===== config.mk =====
export PLATFORM = sky130hd
export DESIGN_NAME = axi_crossbar_aw_sched_flat
export DESIGN_NICKNAME = d
export VERILOG_FILES = /design/src/rtl/axi_xbar_pkg.sv /design/src/rtl/axi_crossbar_aw_sched_if.sv /design/src/rtl/axi_sel_fifo.sv /design/src/rtl/axi_crossbar_aw_sched.sv /design/src/flat_wrapper.sv
export SDC_FILE = /design/constraint.sdc
export NUM_CORES = 1
export LEC_CHECK = 0
export ABC_AREA = 1
export BUFFER_PORTS_ARGS = -buffer_cell sky130_fd_sc_hd__buf_2
export CAP_MARGIN = 20
export CORE_ASPECT_RATIO = 1.25
export CORE_MARGIN = 5
export CORE_UTILIZATION = 50
export CTS_BUF_LIST = sky130_fd_sc_hd__clkbuf_16
export DETAILED_ROUTE_END_ITERATION = 10
export GPL_ROUTABILITY_DRIVEN = 0
export GPL_TIMING_DRIVEN = 0
export HOLD_SLACK_MARGIN = 0.15
export PLACE_DENSITY_LB_ADDON = 0.3
export REMOVE_ABC_BUFFERS = 1
export SYNTH_ARGS = -nofsm -noshare
export SYNTH_HDL_FRONTEND = slang
export SYNTH_SLANG_ARGS = --single-unit

===== constraint.sdc =====
create_clock -name clk -period 3.1 [get_ports clk]
set_input_delay 0.155 -clock clk [delete_from_list [all_inputs] [get_ports clk]]
set_output_delay 0.155 -clock clk [all_outputs]
set_load 0.1 [all_outputs]

===== src/rtl/axi_xbar_pkg.sv =====
// Shared types and helpers for the crossbar write-address scheduler.
package axi_xbar_pkg;

    typedef enum logic {
        IDLE  = 1'b0,
        GRANT = 1'b1
    } state_t;

    localparam int QOS_W = 4;

    // Ceiling log2, usable in parameter defaults.
    function automatic int clog2(input int value);
        int result;
        result = 0;
        for (int i = 0; i < 31; i++) begin
            if ((1 << i) < value) begin
                result = i + 1;
            end
        end
        return result;
    endfunction

endpackage


===== src/rtl/axi_crossbar_aw_sched_if.sv =====
// AW request / grant / W-routing signal bundle of one crossbar master port.
// The master modport is the scheduler's view; slave is its environment.
interface axi_crossbar_aw_sched_if
    import axi_xbar_pkg::*;
#(
    parameter int S_COUNT = 4,
    parameter int SEL_W   = clog2(S_COUNT)
);

    logic [S_COUNT-1:0]       s_req_valid;
    logic [QOS_W*S_COUNT-1:0] s_req_qos;
    logic [S_COUNT-1:0]       s_req_ready;
    logic                     m_grant_valid;
    logic [SEL_W-1:0]         m_grant_sel;
    logic                     m_aready;
    logic [SEL_W-1:0]         w_sel;
    logic                     w_sel_valid;
    logic                     w_last_hs;
    logic                     err_underflow;

    modport master (
        input  s_req_valid,
        input  s_req_qos,
        input  m_aready,
        input  w_last_hs,
        output s_req_ready,
        output m_grant_valid,
        output m_grant_sel,
        output w_sel,
        output w_sel_valid,
        output err_underflow
    );

    modport slave (
        output s_req_valid,
        output s_req_qos,
        output m_aready,
        output w_last_hs,
        input  s_req_ready,
        input  m_grant_valid,
        input  m_grant_sel,
        input  w_sel,
        input  w_sel_valid,
        input  err_underflow
    );

endinterface


===== src/rtl/axi_sel_fifo.sv =====
// In-order FIFO of granted source indices. The head is registered so the
// W mux select comes straight from a flop; pop on an empty FIFO is dropped
// and reported through underflow.
module axi_sel_fifo
    import axi_xbar_pkg::*;
#(
    parameter int SEL_W      = 2,
    parameter int FIFO_DEPTH = 4,
    parameter int CNT_W      = clog2(FIFO_DEPTH) + 1
) (
    input  logic             clk,
    input  logic             rst,
    input  logic             push,
    input  logic [SEL_W-1:0] push_data,
    input  logic             pop,
    output logic [SEL_W-1:0] head,
    output logic             head_valid,
    output logic [CNT_W-1:0] count,
    output logic             underflow
);

    localparam int PTR_W = clog2(FIFO_DEPTH);

    logic [SEL_W-1:0] mem [FIFO_DEPTH];
    logic [PTR_W-1:0] wr_ptr;
    logic [PTR_W-1:0] rd_ptr;
    logic [PTR_W-1:0] rd_ptr_next;
    logic [CNT_W-1:0] count_after_pop;
    logic [CNT_W-1:0] count_next;
    logic [SEL_W-1:0] head_next;
    logic             pop_eff;

    // Next pointer/count and the value the head register will hold next cycle.
    always_comb begin
        pop_eff         = pop && (count != '0);
        underflow       = pop && (count == '0);
        rd_ptr_next     = rd_ptr + PTR_W'(pop_eff);
        count_after_pop = count - CNT_W'(pop_eff);
        count_next      = count_after_pop + CNT_W'(push);
        if (count_next == '0) begin
            head_next = '0;
        end else if (count_after_pop == '0) begin
            // The entry being written now becomes the head.
            head_next = push_data;
        end else begin
            head_next = mem[rd_ptr_next];
        end
    end

    // Storage array; contents are meaningless while count is zero.
    always_ff @(posedge clk) begin
        if (push) begin
            mem[wr_ptr] <= push_data;
        end
    end

    // Pointers, occupancy and registered head.
    always_ff @(posedge clk) begin
        if (rst) begin
            wr_ptr     <= '0;
            rd_ptr     <= '0;
            count      <= '0;
            head       <= '0;
            head_valid <= 1'b0;
        end else begin
            wr_ptr     <= wr_ptr + PTR_W'(push);
            rd_ptr     <= rd_ptr_next;
            count      <= count_next;
            head       <= head_next;
            head_valid <= (count_next != '0);
        end
    end

endmodule


===== src/rtl/axi_crossbar_aw_sched.sv =====
// Write-address scheduler for one crossbar master port: round-robin AW
// arbitration with at most one grant in flight, plus an in-order FIFO of
// granted sources that steers the W-channel mux.
// Optional feature macro: AXI_XBAR_AW_QOS_EN restricts the round-robin
// candidates to the requests carrying the highest awqos.
module axi_crossbar_aw_sched
    import axi_xbar_pkg::*;
#(
    parameter int S_COUNT    = 4,
    parameter int FIFO_DEPTH = 4,
    parameter int SEL_W      = clog2(S_COUNT)
) (
    input logic                     clk,
    input logic                     rst,
    axi_crossbar_aw_sched_if.master bus
);

    localparam int CNT_W = clog2(FIFO_DEPTH) + 1;

    state_t             state;
    state_t             state_next;
    logic [SEL_W-1:0]   grant_sel;
    logic [SEL_W-1:0]   last_grant;
    logic [S_COUNT-1:0] cand;
    logic               cand_any;
    logic [SEL_W-1:0]   pick;
    logic [SEL_W-1:0]   idx;
    logic               load_grant;
    logic               push;
    logic [S_COUNT-1:0] ready;
    logic [CNT_W-1:0]   count;
    logic               fifo_underflow;
    logic               err_underflow;

`ifdef AXI_XBAR_AW_QOS_EN
    logic [QOS_W-1:0] max_qos;

    // Candidates are the valid requests at the highest awqos present.
    always_comb begin
        max_qos = '0;
        for (int i = 0; i < S_COUNT; i++) begin
            if (bus.s_req_valid[i] && (bus.s_req_qos[QOS_W*i +: QOS_W] > max_qos)) begin
                max_qos = bus.s_req_qos[QOS_W*i +: QOS_W];
            end
        end
        cand = '0;
        for (int i = 0; i < S_COUNT; i++) begin
            cand[i] = bus.s_req_valid[i] && (bus.s_req_qos[QOS_W*i +: QOS_W] == max_qos);
        end
    end
`else
    logic unused_qos;
    assign unused_qos = ^bus.s_req_qos;
    assign cand = bus.s_req_valid;
`endif

    // Round-robin pick: first candidate after the last granted source.
    always_comb begin
        pick     = '0;
        cand_any = 1'b0;
        idx      = '0;
        for (int k = 1; k <= S_COUNT; k++) begin
            idx = SEL_W'((int'(last_grant) + k) % S_COUNT);
            if (!cand_any && cand[idx]) begin
                pick     = idx;
                cand_any = 1'b1;
            end
        end
    end

    // State register.
    always_ff @(posedge clk) begin
        if (rst) begin
            state <= IDLE;
        end else begin
            state <= state_next;
        end
    end

    // Next state: grant only when the FIFO can absorb the push; release on awready.
    always_comb begin
        state_next = state;
        load_grant = 1'b0;
        push       = 1'b0;
        case (state)
            IDLE: begin
                if (cand_any && (count < CNT_W'(FIFO_DEPTH))) begin
                    state_next = GRANT;
                    load_grant = 1'b1;
                end
            end
            GRANT: begin
                if (bus.m_aready) begin
                    state_next = IDLE;
                    push       = 1'b1;
                end
            end
            default: state_next = IDLE;
        endcase
    end

    // Granted index is frozen for the whole GRANT state; priority moves on handshake only.
    always_ff @(posedge clk) begin
        if (rst) begin
            grant_sel  <= '0;
            last_grant <= SEL_W'(S_COUNT - 1);
        end else begin
            if (load_grant) begin
                grant_sel <= pick;
            end
            if (push) begin
                last_grant <= grant_sel;
            end
        end
    end

    // One-hot accept back to the granted source, passing awready through.
    always_comb begin
        ready = '0;
        if (state == GRANT) begin
            ready[grant_sel] = bus.m_aready;
        end
    end

    // Sticky record of a W last beat arriving with no burst outstanding.
    always_ff @(posedge clk) begin
        if (rst) begin
            err_underflow <= 1'b0;
        end else if (fifo_underflow) begin
            err_underflow <= 1'b1;
        end
    end

    axi_sel_fifo #(
        .SEL_W      (SEL_W),
        .FIFO_DEPTH (FIFO_DEPTH),
        .CNT_W      (CNT_W)
    ) u_fifo (
        .clk        (clk),
        .rst        (rst),
        .push       (push),
        .push_data  (grant_sel),
        .pop        (bus.w_last_hs),
        .head       (bus.w_sel),
        .head_valid (bus.w_sel_valid),
        .count      (count),
        .underflow  (fifo_underflow)
    );

    assign bus.s_req_ready   = ready;
    assign bus.m_grant_valid = (state == GRANT);
    assign bus.m_grant_sel   = grant_sel;
    assign bus.err_underflow = err_underflow;

endmodule


===== src/flat_wrapper.sv =====
// flat-port wrapper written by rule: the top's interface ports become plain ports
module axi_crossbar_aw_sched_flat import axi_xbar_pkg::*;
#(
    parameter int S_COUNT    = 4,
    parameter int FIFO_DEPTH = 4,
    parameter int SEL_W      = clog2(S_COUNT)
)
  (clk, rst, bus_s_req_valid, bus_s_req_qos, bus_m_aready, bus_w_last_hs, bus_s_req_ready, bus_m_grant_valid, bus_m_grant_sel, bus_w_sel, bus_w_sel_valid, bus_err_underflow);
  axi_crossbar_aw_sched_if #(.S_COUNT(S_COUNT), .SEL_W(SEL_W)) bus_i ();
  input logic clk;
  input logic rst;
  input wire logic [$bits(bus_i.s_req_valid)-1:0] bus_s_req_valid;
  input wire logic [$bits(bus_i.s_req_qos)-1:0] bus_s_req_qos;
  input wire logic [$bits(bus_i.m_aready)-1:0] bus_m_aready;
  input wire logic [$bits(bus_i.w_last_hs)-1:0] bus_w_last_hs;
  output wire logic [$bits(bus_i.s_req_ready)-1:0] bus_s_req_ready;
  output wire logic [$bits(bus_i.m_grant_valid)-1:0] bus_m_grant_valid;
  output wire logic [$bits(bus_i.m_grant_sel)-1:0] bus_m_grant_sel;
  output wire logic [$bits(bus_i.w_sel)-1:0] bus_w_sel;
  output wire logic [$bits(bus_i.w_sel_valid)-1:0] bus_w_sel_valid;
  output wire logic [$bits(bus_i.err_underflow)-1:0] bus_err_underflow;
  assign bus_i.s_req_valid = bus_s_req_valid;
  assign bus_i.s_req_qos = bus_s_req_qos;
  assign bus_i.m_aready = bus_m_aready;
  assign bus_i.w_last_hs = bus_w_last_hs;
  assign bus_s_req_ready = bus_i.s_req_ready;
  assign bus_m_grant_valid = bus_i.m_grant_valid;
  assign bus_m_grant_sel = bus_i.m_grant_sel;
  assign bus_w_sel = bus_i.w_sel;
  assign bus_w_sel_valid = bus_i.w_sel_valid;
  assign bus_err_underflow = bus_i.err_underflow;
  axi_crossbar_aw_sched #(.S_COUNT(S_COUNT), .FIFO_DEPTH(FIFO_DEPTH), .SEL_W(SEL_W)) u_core (.clk(clk), .rst(rst), .bus(bus_i));
endmodule

==> out/metrics.cfg, run 1 <==
[min_path]
worst_hold_startpoint = bus_m_aready
hold_path_class = in2reg
holdPathEnd = u_core.bus.m_grant_valid
hold_depth = 4

[yosys]
ys_ff_latch = 24
syn_area_per_cell_um2 = 7.57
yosys-top-cells-area = dfxtp_1 (25%), edfxtp_1 (19%), nand2_1 (13%), inv_1 (7.6%), ha_1 (5.9%)
netlist.area_leader.share_pct = 25.0
syn-cell-area_um2 = 1280
synth_xor_xnor_area_share_pct = 2.74
synth.distinct_cells = 23
ys_seq_area_share_pct = 43.8
synth_top_area_cell = dfxtp_1
ys.warnings.count = 0
ys.flop_type = dfxtp_1
synthSimpleGateAreaFrac_pct = 33.1
yosysMostFrequentCell = nand2_1
ys_top_cells_by_count = nand2_1 (43), inv_1 (26), nor2_1 (17)
synth-edff-count = 8
syn_inst = 169
synth_adder_area_share_pct = 5.87
synthArstFlopShare_pct = 0
synth_mux_area_share_pct = 0
synth-compound-area-share_pct = 5.57
synth_top_family_by_area = simple AND/OR/NAND/NOR gates

[drt]
post_drt_wl_per_cell_um = 10.3
drt_iter0_drc = 18
avgViaCountPerCell = 4.91
drt_wl_total_um = 2290
first_pass_iters = 4
detail-route-antenna-nets = 0
post-route-drc-count = 0
via_count = 1089

[power]
power.density_nw_per_um2 = 1030
power_uw = 1530
ir_worst_vdd_uv = 702
p_leak_uw = 0.000761

[cts]
cts_root_buf = clkbuf_16
clk_latency_ns = 0.25
cts-hold-fix-buffers = 0
clock_path_buffers = 2
cts_tree = yes
cts_resized = 0
htreeDepth = 1
post_cts_buffers = 0
cts_sinks = 24
worst_setup_hold_path_clk_slew_ns = 0.06
cts_made_buffers = 3

[layout]
fin_cells = 222
diodes = 0
nets = 220
nFillCells = 234
drive_above_1_share_pct = 19.6
area_growth_pct = 15.7
stdcell_area_um2 = 1480

[placement]
dpl.cell_count = 218
dpl-instance-area_um2 = 1400
port-buffer-count = 18
dp_worst_setup_slack_ns = 1.25
hpwlAfterDp_um = 1760

[critical_path]
rr_worst_depth = 11
required_ns = 3.28
crit_path_end_kind = register
slowest_stage = dfxtp_1
crit_family = adder cells
crit_path_frequent_cell = ha_1
crit_buf_inv = 2
crit_chain = nor2_1 -> a21oi_1 -> ha_1 -> ha_1 -> inv_1 -> ha_1 -> xnor2_1 -> inv_1 -> nand3_1 -> nand2_1 -> a21oi_1
r2r_slack_ns = 1.21
arrival_ns = 2.07
crit_path_max_fanout = 3
crit_type = reg2reg
cp_slowest_stage_delay_ns = 0.34
r2r_start = u_core.u_fifo.count[2]
cp-start-kind = register
timing.rr.end = u_core.u_fifo.head[1]

[global_route]
grt_start_max_net_pins = 14
grt_pass1_vias = 954
grt_pass1_wl_um = 3880
grt_overflow = 0
antenna_found_initial = 0
grt_use_total_pct = 13.7

[timing]
rsz0062_at_grt = false
worst_slack_ns = 1.21
drv_slew = 0
worstMarginPinSlew_ns = 0.488
clock_skew_ns = 0.000610
finalHoldViolations = 0
timing.final.crit_share_pct = 60.8
setup_viol = 0
relSlewSlack_pct = 67.7
post-route-min-period_ns = 1.89
max_freq_ghz = 0.530

[outcome]
status = finished clean

[floorplan]
die_width_um = 55.3
dieHeight_um = 66.6
initial_core_util_pct = 52.2
num_rows = 20
io_pins = 35
coreArea_um2 = 2450
dieArea_um2 = 3680

[flow_run]
cap_viol_max_count = 0

[routing by layer]
metal | GRT usage, % | share of wire [%]
met1 | 15.0 | 46
met2 | 22.8 | 46
met3 | 4.65 | 6.2
met4 | 8.51 | 2.3
met5 | 0 | 0
[registers in the layout, indices dropped and copies added (netlist names)]
signal and count:
u_core.u_fifo.mem 8, u_core.u_fifo.count 3, u_core.bus.m_grant_sel 2, u_core.last_grant 2, u_core.u_fifo.head 2, u_core.u_fifo.rd_ptr 2
u_core.u_fifo.wr_ptr 2, u_core.bus.err_underflow 1, u_core.bus.m_grant_valid 1, u_core.u_fifo.head_valid 1
[cell usage in the layout (no fill, tap or decap)]
cell type   n
nand2_1    43
inv_1      26
buf_2      18
nor2_1     17
dfxtp_1    16
nand3_1    13
nand2_2     9
edfxtp_1    8
a21oi_1     6
ha_1        6
nor3_1      5
xnor2_1     4
clkbuf_16   3
inv_2       2
o21ai_1     2
nand4_1     2
o211ai_1    2
nand2_4     1
nor2_4      1
o21ai_2     1
nand3b_2    1
a21boi_0    1
nor2_2      1
clkinv_1    1
[worst max path at each step]
stage / from / end / slack [ns] / cells after the start
final: u_core.u_fifo.count[2] / u_core.u_fifo.head[1] / 1.21 / 11
after global routing: u_core.u_fifo.count[2] / u_core.u_fifo.head[0] / 1.08 / 11
after CTS: u_core.u_fifo.count[2] / u_core.u_fifo.head[0] / 1.22 / 11
after detailed placement: u_core.u_fifo.count[2] / u_core.u_fifo.head[0] / 1.25 / 11
after global placement: u_core.u_fifo.count[2] / u_core.u_fifo.head[1] / 1.28 / 11
after floorplan: u_core.bus.m_grant_valid / bus_s_req_ready[0] / -0.39 / 2
[worst register-to-register path, cell delays in order, from the launching register on]
cell,delay (ns)
dfxtp_1,0.34
nor2_1,0.13
a21oi_1,0.12
ha_1,0.20
ha_1,0.29
inv_1,0.05
ha_1,0.19
xnor2_1,0.15
inv_1,0.07
nand3_1,0.06
nand2_1,0.08
a21oi_1,0.13
[stage by stage]
step                TNS [ns]  hold slack, ns  util, %
finish                     0           0.169     60.4
global route               0           0.179     60.4
CTS                        0           0.160     60.4
detailed placement         0           0.431     57.2
global placement           0           0.424     57.2
floorplan             -0.392           0.224        -
[cell type report]
class                   instances  area (µm²)  share of cell area [%]
repair buffers                 18        90.1                    6.08
well taps                      33        41.3                    2.79
flip-flops and latches         24         561                    37.8
clock buffers                   3        75.1                    5.07
multi-input cells             115         606                    40.9
inverters                      28         105                    7.09
clock inverters                 1        3.75                   0.253
[kinds of logic (layout without fill, tap and decap cells)]
family / count (synthesis) / in the layout
xor+xnor: 4 / 4
buf+inv: 30 / 50
flops: 24 / 24
fa+ha+maj: 6 / 6
simple gates: 93 / 93
compound gates: 12 / 12
[power breakdown]
group | total (µW) | leakage (µW) | internal, µW | switching [µW]
Combinational | 796 | 0.000516 | 212 | 583
Sequential | 466 | 0.000206 | 406 | 60.2
Clock | 271 | 0.0000385 | 172 | 99.5
Note: power is estimated with default switching activity, not from simulation.
==> run 2, diff against run 1 <==
--- a/config.mk
+++ b/config.mk
@@ -10,7 +10,7 @@
 export CAP_MARGIN = 20
 export CORE_ASPECT_RATIO = 1.25
 export CORE_MARGIN = 5
-export CORE_UTILIZATION = 50
+export CORE_UTILIZATION = 46
 export CTS_BUF_LIST = sky130_fd_sc_hd__clkbuf_16
 export DETAILED_ROUTE_END_ITERATION = 10
 export GPL_ROUTABILITY_DRIVEN = 0
==> constraint.sdc (replaced) <==
create_clock -name clk -period 1.6 [get_ports clk]
set_input_delay 0.08 -clock clk [delete_from_list [all_inputs] [get_ports clk]]
set_output_delay 0.08 -clock clk [all_outputs]
set_load 0.1 [all_outputs]
==> out/metrics.cfg, run 2 (synthesis results as in run 1) <==
[timing]
clock_skew_ns = 0.00726  ; was 0.000610 ns
post-route-min-period_ns = 1.73  ; was 1.89 ns
rsz0062_at_grt = true  ; was false
max_freq_ghz = 0.578  ; was 0.530 GHz
worst_slack_ns = -0.132  ; was 1.21 ns
worstMarginPinSlew_ns = 0.489  ; was 0.488 ns
timing.setup.tns_ns = -0.378  ; was 0 ns
relSlewSlack_pct = 67.6  ; was 67.7%
drv_slew = 0  ; unchanged
finalHoldViolations = 0  ; unchanged
setup_viol = 4  ; was 0
timing.final.crit_share_pct = 108  ; was 60.8%

[placement]
hpwlAfterDp_um = 1900  ; was 1760 µm
port-buffer-count = 18  ; unchanged
dp_worst_setup_slack_ns = -0.280  ; was 1.25 ns
dpl-instance-area_um2 = 1400  ; about the same
dpl.cell_count = 219  ; was 218

[layout]
reg.largest.list = u_core.u_fifo.mem x8, u_core.u_fifo.count x3  ; unchanged
diodes = 0  ; unchanged
stdcell_area_um2 = 1790  ; was 1480 µm²
fin_cells = 237  ; was 222
regMostFlops = u_core.u_fifo.mem  ; unchanged
largest_reg_flops = 8  ; unchanged
nFillCells = 211  ; was 234
nets = 234  ; was 220
drive_above_1_share_pct = 36.9  ; was 19.6%
layout_commonest_cell = nand2_1  ; unchanged
final_cell_mix = nand2_1 (41), inv_1 (19), nor2_1 (15), buf_2 (15), dfxtp_1 (12)  ; was nand2_1 (43), inv_1 (26), buf_2 (18)
fin_util_pct = 66.7  ; was 60.4%
area_growth_pct = 39.7  ; was 15.7%
multi_input_area_um2 = 743  ; was 606 µm²
register_area_um2 = 568  ; was 561 µm²

[critical_path]
required_ns = 1.79  ; was 3.28 ns
crit_path_end_kind = register  ; unchanged
crit_path_max_fanout = 3  ; unchanged
cp-start-kind = register  ; unchanged
arrival_ns = 1.92  ; was 2.07 ns
r2r_slack_ns = -0.13  ; was 1.21 ns
crit_type = reg2reg  ; unchanged

[min_path]
hold_path_class = in2reg  ; unchanged

[floorplan]
io_pins = 35  ; unchanged
initial_core_util_pct = 47.8  ; was 52.2%
num_rows = 21  ; was 20
die_width_um = 57.2  ; was 55.3 µm
dieHeight_um = 69.0  ; was 66.6 µm
dieArea_um2 = 3940  ; was 3680 µm²
coreArea_um2 = 2680  ; was 2450 µm²

[cts]
clk_latency_ns = 0.26  ; was 0.25 ns
worst_setup_hold_path_clk_slew_ns = 0.06  ; about the same
cts_tree = yes  ; unchanged
cts_made_buffers = 3  ; unchanged
cts_root_buf = clkbuf_16  ; unchanged
htreeDepth = 1  ; unchanged
cts_sinks = 24  ; unchanged
clock_path_buffers = 2  ; unchanged

[global_route]
grt_pass1_vias = 1196  ; was 954
grt_pass1_wl_um = 5010  ; was 3880 µm
grt_use_total_pct = 16.5  ; was 13.7%
grt_overflow = 0  ; unchanged
antenna_found_initial = 0  ; unchanged
grt_start_max_net_pins = 15  ; was 14

[drt]
via_count = 1187  ; was 1,089
drt_wl_total_um = 3130  ; was 2290 µm
detail-route-antenna-nets = 0  ; unchanged
avgViaCountPerCell = 5.01  ; was 4.91
drt_iter0_drc = 28  ; was 18
post_drt_wl_per_cell_um = 13.2  ; was 10.3 µm
first_pass_iters = 4  ; unchanged
post-route-drc-count = 0  ; unchanged

[flow_run]
cap_viol_max_count = 0  ; unchanged

[outcome]
violations = negative setup slack
status = finished with violations  ; was finished clean

[power]
power.density_nw_per_um2 = 2170  ; was 1030 nW/µm²
ir_worst_vdd_uv = 1610  ; was 702 µV
p_leak_uw = 0.000855  ; was 0.000761 µW

[run 2: cell count changes in the layout (fill, tap and decap cells not counted), moves of 4 or more]
cell / change
dfxtp_1: -4
buf_4: +10
inv_1: -7
inv_2: +7
dlygate4sd3_1: +4
ha_4: +4
ha_1: -4
[run 2: routing by layer]
metal	global-route usage, %	part of all wire [%]	vias to the layer above
met4	9.86	3.5	0
met1	16.8	40	545
met3	2.98	4.5	9
li1	-	-	599
met5	0	0	-
met2	31.6	52	34
[run 2: cell type report]
class,instances,area share [%]
multi-input cells,115,41.6
flip-flops and latches,24,31.8
repair buffers,32,12.5
inverters,28,5.88
clock buffers,3,4.20
well taps,34,2.38
clock inverters,1,1.68
[run 2: through the flow]
| stage | hold WS (ns) | total power (µW) |
|---|---|---|
| floorplan | 0.149 | 2190 |
| global placement | 0.348 | 2410 |
| detailed placement | 0.358 | 2460 |
| CTS | 0.172 | 3570 |
| global route | 0.208 | 4110 |
| finish | 0.179 | 3880 |
[run 2: path summary, 6_finish.rpt]
check	startpoint	end	depth (start not counted)
setup reg to reg	u_core.u_fifo.count[0]	u_core.u_fifo.head[0]	11
hold reg to reg	u_core.bus.err_underflow	u_core.bus.err_underflow	2
hold / removal	rst	u_core.last_grant[1]	3
setup / recovery	u_core.u_fifo.count[0]	u_core.u_fifo.head[0]	11
[run 2: critical path: stages (launching register included)]
cell and delay, ns:
dfxtp_2 0.33, nor2_4 0.14, a21oi_4 0.08, ha_4 0.28, inv_2 0.04, ha_4 0.15, ha_4 0.16, xnor2_2 0.15
inv_2 0.07, nand3_2 0.08, nand2_4 0.07, a21oi_2 0.12
[run 2: repair_timing]
| action | 4_1_cts | 5_1_grt |
|---|---|---|
| cloned | 0 | 0 |
| pin swaps | 6 | 3 |
| hold buffers | 4 | 0 |
| gates resized for setup | 24 | 18 |
| hold endpoints to repair | 4 | 0 |
| endpoints found under the setup margin | 8 | 11 |
| buffers inserted | 8 | 2 |
[run 2: power breakdown]
part / total, µW / internal [µW] / switching, µW
logic: 2240 / 805 / 1440
clock network: 715 / 498 / 218
registers: 924 / 795 / 129
total: 3880 / 2100 / 1780
==> run 3, diff against run 2 <==
--- a/config.mk
+++ b/config.mk
@@ -10,7 +10,7 @@
 export CAP_MARGIN = 20
 export CORE_ASPECT_RATIO = 1.25
 export CORE_MARGIN = 5
-export CORE_UTILIZATION = 46
+export CORE_UTILIZATION = 47
 export CTS_BUF_LIST = sky130_fd_sc_hd__clkbuf_16
 export DETAILED_ROUTE_END_ITERATION = 10
 export GPL_ROUTABILITY_DRIVEN = 0
@@ -20,4 +20,5 @@
 export REMOVE_ABC_BUFFERS = 1
 export SYNTH_ARGS = -nofsm -noshare
 export SYNTH_HDL_FRONTEND = slang
+export SYNTH_HIERARCHICAL = 1
 export SYNTH_SLANG_ARGS = --single-unit
==> constraint.sdc (replaced) <==
create_clock -name clk -period 1.55 [get_ports clk]
set_input_delay 0.0775 -clock clk [delete_from_list [all_inputs] [get_ports clk]]
set_output_delay 0.0775 -clock clk [all_outputs]
set_load 0.1 [all_outputs]
==> out/metrics.cfg, run 3 <==
[drt]
drt_wl_total_um = 2800  ; was 3130 µm
drt_iter0_drc = 39  ; was 28
post_drt_wl_per_cell_um = 11.0  ; was 13.2 µm
avgViaCountPerCell = 4.83  ; was 5.01
via_count = 1232  ; was 1,187
detail-route-antenna-nets = 0  ; unchanged
post-route-drc-count = 0  ; unchanged
first_pass_iters = 4  ; unchanged

[critical_path]
slowest_stage = dfxtp_4  ; was dfxtp_2
cp-start-kind = register  ; unchanged
required_ns = 1.70  ; was 1.79 ns
cp_slowest_stage_delay_ns = 0.35  ; was 0.33 ns
arrival_ns = 1.77  ; was 1.92 ns
crit_chain = inv_4 -> a31oi_4 -> ha_4 -> inv_2 -> ha_4 -> ha_4 -> nor2_4 -> nand3_2 -> nand2_2 -> inv_1  ; was nor2_4 -> a21oi_4 -> ha_4 -> inv_2 -> ha_4 -> ha_4 -> xnor2_2 -> inv_2 -> nand3_2 -> nand2_4 -> a21oi_2
crit_family = adder cells  ; unchanged
crit_path_frequent_cell = ha_4  ; unchanged
crit_path_end_kind = register  ; unchanged
crit_path_max_fanout = 3  ; unchanged
crit_buf_inv = 3  ; was 2
r2r_start = u_core/u_fifo/count[2]  ; was u_core.u_fifo.count[0]
crit_type = reg2reg  ; unchanged
cp-startpoint = u_core/u_fifo/count[2]  ; was u_core.u_fifo.count[0]

[outcome]
violations = negative setup slack  ; unchanged
status = finished with violations  ; unchanged

[yosys]
ys_top_cells_by_count = nand2_1 (57), inv_1 (28), nor2_1 (19)  ; was nand2_1 (43), inv_1 (26), nor2_1 (17)
synth.distinct_cells = 26  ; was 23
syn-cell-area_um2 = 1430  ; was 1280 µm²
yosys-top-cells-area = dfxtp_1 (22%), edfxtp_1 (17%), nand2_1 (15%), inv_1 (7.4%), ha_1 (5.3%)  ; was dfxtp_1 (25%), edfxtp_1 (19%), nand2_1 (13%), inv_1 (7.6%), ha_1 (5.9%)
ys_ff_latch = 24  ; unchanged
netlist.area_leader.share_pct = 22.5  ; was 25.0%
yosysMostFrequentCell = nand2_1  ; unchanged
ys_seq_area_share_pct = 39.3  ; was 43.8%
synth-edff-count = 8  ; unchanged
syn_area_per_cell_um2 = 7.46  ; was 7.57 µm²
synth_top_area_cell = dfxtp_1  ; unchanged
synthArstFlopShare_pct = 0  ; unchanged
ys.flop_type = dfxtp_1  ; unchanged
ys.warnings.count = 6  ; was 0
syn_inst = 191  ; was 169

[global_route]
antenna_found_initial = 0  ; unchanged
grt_use_total_pct = 14.6  ; was 16.5%
grt_overflow = 0  ; unchanged
grt_pass1_vias = 1182  ; was 1,196
grt_start_max_net_pins = 15  ; unchanged
grt_pass1_wl_um = 4930  ; was 5010 µm

[cts]
cts_sinks = 24  ; unchanged
clock_path_buffers = 2  ; unchanged
htreeDepth = 1  ; unchanged
clk_latency_ns = 0.25  ; was 0.26 ns
cts_tree = yes  ; unchanged
cts_root_buf = clkbuf_16  ; unchanged
cts_made_buffers = 3  ; unchanged
worst_setup_hold_path_clk_slew_ns = 0.06  ; about the same

[timing]
post-route-min-period_ns = 1.62  ; was 1.73 ns
worstMarginPinSlew_ns = 0.489  ; about the same
timing.setup.tns_ns = -0.166  ; was -0.378 ns
max_freq_ghz = 0.619  ; was 0.578 GHz
timing.final.crit_share_pct = 104  ; was 108%
finalHoldViolations = 0  ; unchanged
rsz0062_at_grt = true  ; unchanged
drv_slew = 0  ; unchanged
setup_viol = 3  ; was 4
clock_skew_ns = 0.00556  ; was 0.00726 ns
worst_slack_ns = -0.0657  ; was -0.132 ns
relSlewSlack_pct = 67.6  ; about the same

[layout]
regMostFlops = u_core/u_fifo/mem  ; was u_core.u_fifo.mem
area_growth_pct = 28.9  ; was 39.7%
reg.largest.list = u_core/u_fifo/mem x8, u_core/u_fifo/count x3  ; was u_core.u_fifo.mem x8, u_core.u_fifo.count x3
fin_cells = 255  ; was 237
nFillCells = 262  ; was 211
fin_util_pct = 63.0  ; was 66.7%
nets = 250  ; was 234
layout_commonest_cell = nand2_1  ; unchanged
final_cell_mix = nand2_1 (57), inv_1 (21), nor2_1 (18)  ; was nand2_1 (41), inv_1 (19), nor2_1 (15), buf_2 (15), dfxtp_1 (12)
drive_above_1_share_pct = 35.2  ; was 36.9%
largest_reg_flops = 8  ; unchanged
diodes = 0  ; unchanged

[floorplan]
num_rows = 22  ; was 21
coreArea_um2 = 2920  ; was 2680 µm²
dieArea_um2 = 4240  ; was 3940 µm²
initial_core_util_pct = 48.8  ; was 47.8%
die_width_um = 59.3  ; was 57.2 µm
dieHeight_um = 71.6  ; was 69.0 µm
io_pins = 35  ; unchanged

[min_path]
worst_hold_startpoint = rst  ; unchanged
hold_path_class = in2reg  ; unchanged

[power]
ir_worst_vdd_uv = 1560  ; was 1610 µV
p_leak_uw = 0.000883  ; was 0.000855 µW
power.density_nw_per_um2 = 2310  ; was 2170 nW/µm²

[placement]
hpwlAfterDp_um = 1990  ; was 1900 µm
port-buffer-count = 18  ; unchanged
dp_worst_setup_slack_ns = -0.413  ; was -0.280 ns
dpl.cell_count = 243  ; was 219

[flow_run]
cap_viol_max_count = 0  ; unchanged

## run 3: logic make-up after synthesis
kind of cell / Yosys count / synth area share (%)
buf+inv: 35 / 10.1
fa+ha+maj: 6 / 5.27
flops: 24 / 39.3
simple gates: 116 / 40.9
xor+xnor: 1 / 0.615
compound gates: 9 / 3.78
## run 3: stage by stage
step	area (µm²)	power, µW	hold slack (ns)
floorplan	1410	2660	0.147
global placement	1550	2960	0.350
detailed placement	1550	2990	0.358
CTS	1810	4220	0.153
global route	1840	4570	0.154
finish	1840	4250	0.144
## run 3: cell type report
cell class	instances	area (µm²)	share of cell area, %
Multi-Input combinational cell	132	811	44.1
Sequential cell	24	568	30.9
Timing Repair Buffer	26	171	9.33
Inverter	33	136	7.43
Clock buffer	3	75.1	4.09
Tap cell	36	45.0	2.45
Clock inverter	1	30.0	1.63
## run 3: power breakdown
group          total, µW  switching, µW  internal, µW  leakage, µW
logic               2520           1630           890     0.000625
clock network        724            212           513    0.0000511
registers           1000            159           842     0.000207
total               4250           2000          2240     0.000883
## run 3: path summary, 6_finish.rpt
| path | endpoint | slack [ns] | cells after the start |
|---|---|---|---|
| max | u_core/u_fifo/head_valid | -0.07 | 10 |
| min | u_core/u_fifo/count[2] | 0.14 | 2 |
| max reg2reg | u_core/u_fifo/head_valid | -0.07 | 10 |
| min reg2reg | u_core/bus.err_underflow | 0.47 | 2 |
## run 3: routing by layer
metal | up-vias | part of all wire, % | track usage, %
met3 | 4 | 4.6 | 3.24
met4 | 0 | 1.1 | 5.04
li1 | 654 | - | -
met1 | 552 | 42 | 16.1
met5 | - | 0 | 0
met2 | 22 | 52 | 26.7
## run 3: timing repair
action                                  4_1_cts  5_1_grt
cloned                                        0        0
buffers inserted                              6        1
gates resized for setup                      29        7
hold endpoints to repair                      1        0
hold buffers                                  1        0
endpoints found under the setup margin        9       10
pin swaps                                     9        3
